--- src/rtl/point_reconstructor.sv ---
// Point reconstructor: adds predictor output to decoded residuals, owns per-frame history,
// mode fallback and point indexing, and emits points through a one-deep valid/ready register.
module point_reconstructor #(
    parameter bit          SATURATE = 1'b0,
    parameter int unsigned IDX_W    = 16
) (
    input  logic             clk,
    input  logic             rst_n,
    input  logic             in_valid,
    output logic             in_ready,
    input  logic             in_sof,
    input  logic             in_eof,
    input  logic [1:0]       in_mode,
    input  logic [95:0]      in_res,
    output logic [1:0]       pred_mode,
    output logic [95:0]      pred_prev1,
    output logic [95:0]      pred_prev2,
    input  logic [95:0]      pred_point,
    output logic             out_valid,
    input  logic             out_ready,
    output logic [95:0]      out_point,
    output logic             out_eof,
    output logic [IDX_W-1:0] out_index,
    output logic             fallback_sticky
);

    typedef enum logic [1:0] {HistNone, HistOne, HistTwo} hist_e;

    hist_e             state_q, state_d;
    logic              out_valid_q, out_valid_d;
    logic [95:0]       out_point_q, out_point_d;
    logic              out_eof_q, out_eof_d;
    logic [IDX_W-1:0]  out_index_q, out_index_d;
    logic              sticky_q, sticky_d;
    logic [95:0]       prev1_q, prev1_d;
    logic [95:0]       prev2_q, prev2_d;
    logic [IDX_W-1:0]  idx_q, idx_d;

    logic              accept;
    logic              no_hist;
    logic [95:0]       sum;
    logic [IDX_W-1:0]  cur_idx;
    logic [IDX_W-1:0]  idx_inc;

    // 33-bit add per axis; overflow shows up as bit 32 disagreeing with bit 31.
    function automatic logic [31:0] add_axis(input logic [31:0] p, input logic [31:0] r);
        logic [32:0] s;
        s = {p[31], p} + {r[31], r};
        if (SATURATE && (s[32] != s[31])) begin
            return s[32] ? 32'h8000_0000 : 32'h7fff_ffff;
        end
        return s[31:0];
    endfunction

    assign in_ready = !out_valid_q | out_ready;
    assign accept   = in_valid & in_ready;
    assign no_hist  = in_sof | (state_q == HistNone);
    assign cur_idx  = in_sof ? '0 : idx_q;
    assign idx_inc  = (&cur_idx) ? cur_idx : cur_idx + 1'b1;

    always_comb begin
        if (no_hist) begin
            pred_mode = 2'b10;
        end else if (state_q == HistOne && in_mode == 2'b01) begin
            pred_mode = 2'b00;
        end else begin
            pred_mode = in_mode;
        end
    end

    always_comb begin
        sum = '0;
        for (int a = 0; a < 3; a++) begin
            sum[a*32 +: 32] = add_axis(pred_point[a*32 +: 32], in_res[a*32 +: 32]);
        end
    end

    always_comb begin
        state_d     = state_q;
        out_valid_d = out_valid_q;
        out_point_d = out_point_q;
        out_eof_d   = out_eof_q;
        out_index_d = out_index_q;
        sticky_d    = sticky_q;
        prev1_d     = prev1_q;
        prev2_d     = prev2_q;
        idx_d       = idx_q;

        if (in_ready) begin
            out_valid_d = accept;
        end

        if (accept) begin
            out_point_d = sum;
            out_eof_d   = in_eof;
            out_index_d = cur_idx;
            prev2_d     = prev1_q;
            prev1_d     = sum;

            if (in_eof) begin
                state_d = HistNone;
                idx_d   = '0;
            end else begin
                state_d = no_hist ? HistOne : HistTwo;
                idx_d   = idx_inc;
            end

            // Only a requested 00/01 that got downgraded counts as a fallback.
            if (in_sof) begin
                sticky_d = 1'b0;
            end else if (!in_mode[1] && pred_mode != in_mode) begin
                sticky_d = 1'b1;
            end
        end
    end

    always_ff @(posedge clk or negedge rst_n) begin
        if (!rst_n) begin
            state_q     <= HistNone;
            out_valid_q <= 1'b0;
            out_point_q <= '0;
            out_eof_q   <= 1'b0;
            out_index_q <= '0;
            sticky_q    <= 1'b0;
            prev1_q     <= '0;
            prev2_q     <= '0;
            idx_q       <= '0;
        end else begin
            state_q     <= state_d;
            out_valid_q <= out_valid_d;
            out_point_q <= out_point_d;
            out_eof_q   <= out_eof_d;
            out_index_q <= out_index_d;
            sticky_q    <= sticky_d;
            prev1_q     <= prev1_d;
            prev2_q     <= prev2_d;
            idx_q       <= idx_d;
        end
    end

    assign out_valid       = out_valid_q;
    assign out_point       = out_point_q;
    assign out_eof         = out_eof_q;
    assign out_index       = out_index_q;
    assign fallback_sticky = sticky_q;
    assign pred_prev1      = prev1_q;
    assign pred_prev2      = prev2_q;

endmodule

--- config.mk ---
export PLATFORM = sky130hd
export DESIGN_NAME = point_reconstructor
export DESIGN_NICKNAME = d
export VERILOG_FILES = /design/src/rtl/point_reconstructor.sv
export SDC_FILE = /design/constraint.sdc
export NUM_CORES = 1
export LEC_CHECK = 0
export ABC_AREA = 1
export CAP_MARGIN = 20
export CORE_AREA = 5 5 197 199
export CTS_CLUSTER_SIZE = 8
export DETAILED_ROUTE_END_ITERATION = 10
export DIE_AREA = 0 0 202 204
export PLACE_DENSITY = 0.78
export SETUP_SLACK_MARGIN = 0.3
export SYNTH_ARGS = -nofsm -noshare
export SYNTH_HDL_FRONTEND = slang
export SYNTH_SLANG_ARGS = --single-unit
--- constraint.sdc ---
create_clock -name clk -period 2.18 [get_ports clk]
set_input_delay 0.327 -clock clk [delete_from_list [all_inputs] [get_ports clk]]
set_output_delay 0.327 -clock clk [all_outputs]
set_load 0.01 [all_outputs]
==> metrics <==
outcome completed; TritonCTS Buffers 35; crit path DAT 1.55 ns; initial antenna violation count 1; Synthesized Nets 2,862; Setup crit end kind output port; YS warnings 0; commonest non-fill, non-tap cell in the layout nand2_1; Initial Utilization 0.453; IO Count 510; die height 204 µm; final hold vios 0; CTS tree done; All-Layer GR Usage 0.304; vias in the first global route 18,100; max cap viols 0; CP Class reg -> out; Seq pwr share 0.326; DRT iter0 DRCs 1,157; clock buffer depth 3; std cell rows 71; Hold Path Sink pred_prev1[32]; largest net degree at the start of global routing 99; # setup viols final 0; core box area 0.0370 mm²; hold_sp pred_point[32]; CP bufs+invs 3; clock skew 0.0337 ns; final WL 65.4 mm; Routed Antenna Nets 0; dpl cell area 0.0231 mm²; post-synthesis instance total 2,565; Crit path largest cell delay 0.36 ns; hold path cells 4; final non-filler cell total 3,663; Crit-path slowest cell dfrtp_1; RSZ-0062 raised after global routing yes; commonest cells after routing, fill and taps aside nand2_1 (1,101), clkdlybuf4s50_1 (392), inv_1 (380); CTS Root Cell clkbuf_16; CTS H-tree lvls 2; Max Clk Rate 533 MHz; Initial DRT Pass Iterations 5; FF+latch count, synth 229; Synth Flop Type dfrtp_1; Congestion Overflow GR 0; Worst Hold Class in -> reg; maximum fanout along the worst path 3; Design Area, Final 0.0246 mm²; Async SR Flop Fraction 1.00; Net Sw Frac 0.357; final period utilization 0.861; Lkg Pwr 13.6 nW; die footprint 0.0412 mm²; Area Growth Syn to Fin 46.2%; Post-synth EDFFs 0; synthesized cell area 0.0168 mm²; worst slack at placement -0.390 ns; CP top delay family buffers and inverters; Stages on worst setup path 5; Syn Area/Cell 6.55 µm²; vias 18,400; setup ws final 0.304 ns; Worst slew margin 0.679; first-pass GRT wire length 100 mm; Port Buffer Count 509; Clk network pwr share 0.275; Final min period 1.88 ns; RR Endpoint idx_q[4]; vias per inst 5.02; Seq/Total Area, Yosys 0.341; CP startpoint kind register; R2R cell count 9; clock-pin slew on the worst setup and hold paths 0.05 ns; Setup TNS 0 ns; Yosys cell types 40; P_sw 6.46 mW; pwr/cell area 738 mW/mm²; Final nets 3,477; reg2reg setup slack 0.48 ns; DP Cell Count 3,590; Die Wd 202 µm; Worst EP required 1.85 ns; hpwl dp 51.7 mm; Final Max Slew Viols 0; combinational share of power 0.399; Max VDD drop 0.735 mV; worst slew pin tran 0.481 ns; routed len/inst 17.8 µm; CTS sink count 229; reg2reg start idx_q[1]; Internal 11.6 mW; gpl congestion 0.984; worst skew pair latency 0.56 ns; critical path cell sequence inv_1 > a21oi_2 > buf_4 > nand2_1 > clkdlybuf4s15_1; layout cells sized above 1 0.120; DRC errors left 0
[sequential cells by signal, indices dropped and copies added (netlist names)]
signal           cells
idx_q               16
state_q              2
out_valid            1
out_eof              1
pred_prev2          96
fallback_sticky      1
pred_prev1          96
out_index           16
[cell type report]
cell class                      count  area, µm²
Sequential cell                   229       5770
Clock inverter                      4       60.1
Multi-Input combinational cell   1805       8920
Timing Repair Buffer              723       6820
Antenna cell                        1       2.50
Inverter                          386       1460
Clock buffer                       41        918
Tap cell                          474        593
Fill cell                        3283      12500
[per-stage QoR]
stage	hold WS, ns	power (mW)	utilization
after global routing	0.287	19.1	0.663
after CTS	0.317	18.1	0.653
after global placement	0.293	13.0	0.624
final	0.268	18.1	0.663
after floorplan	0.0314	9.13	-
after detailed placement	0.300	13.1	0.624
[Yosys cell counts (9+ instances only)]
master       n  area share
o21ai_0     88       0.026
nand2_1   1110        0.25
o21bai_1     9      0.0040
nor3_1      11      0.0033
o21ai_1     12      0.0036
nor2_4       9      0.0060
dfrtp_1    229        0.34
o22ai_1     10      0.0037
buf_4       97       0.043
inv_1      380       0.085
buf_2       22      0.0066
xnor2_1     39       0.020
nand3_1    150       0.045
nor2_1     144       0.032
clkbuf_1    22      0.0049
nand4_1     14      0.0052
a21oi_1     67       0.020
ha_1        94       0.070
[cell families (layout without fill, tap and decap cells)]
group,after synthesis,count (layout),share of synthesized area
flops,229,229,0.341
simple gates,1467,1468,0.356
compound gates,197,197,0.0624
other cells,0,1,0
xor+xnor,43,43,0.0224
fa+ha+maj,97,97,0.0736
buf+inv,532,1154,0.144
[what timing repair did]
item | 4_1_cts | 5_1_grt
cloned | 0 | 1
endpoints found under the hold margin | 44 | 0
hold buffers | 1 | 0
pin swaps | 0 | 5
setup buffers | 20 | 5
gates resized for setup | 120 | 94
endpoints found under the setup margin | 123 | 84
[tightest hold or removal path, cell delays in order]
cell and delay (ns):
dlymetal6s2s_1 0.14, ha_4 0.16, nand2_1 0.05, o21ai_0 0.09
[worst max path at each step]
stage / start / to / slack (ns)
final: state_q[0] / pred_mode[1] / 0.30
after CTS: state_q[0] / pred_mode[0] / 0.25
after global routing: state_q[0] / pred_mode[0] / 0.25
after detailed placement: in_res[32] / pred_prev1[60] / -0.39
after floorplan: in_sof / idx_q[8] / 0.35
after global placement: in_res[32] / pred_prev1[60] / -0.35
[layer usage]
layer / global-route usage / part of all wire
met4: 0.0940 / 0.032
met1: 0.397 / 0.42
met2: 0.521 / 0.48
met3: 0.0505 / 0.063
met5: 0 / 0
[power by group through the flow]
stage | Clock (mW) | Combinational, mW | Sequential, mW
after floorplan | 0 | 3.04 | 6.09
after global placement | 0 | 7.05 | 5.96
after detailed placement | 0 | 7.14 | 5.99
after CTS | 5.07 | 7.15 | 5.92
after global routing | 5.25 | 7.80 | 6.02
final | 4.98 | 7.22 | 5.91
Power figures use the tool's default switching activity.
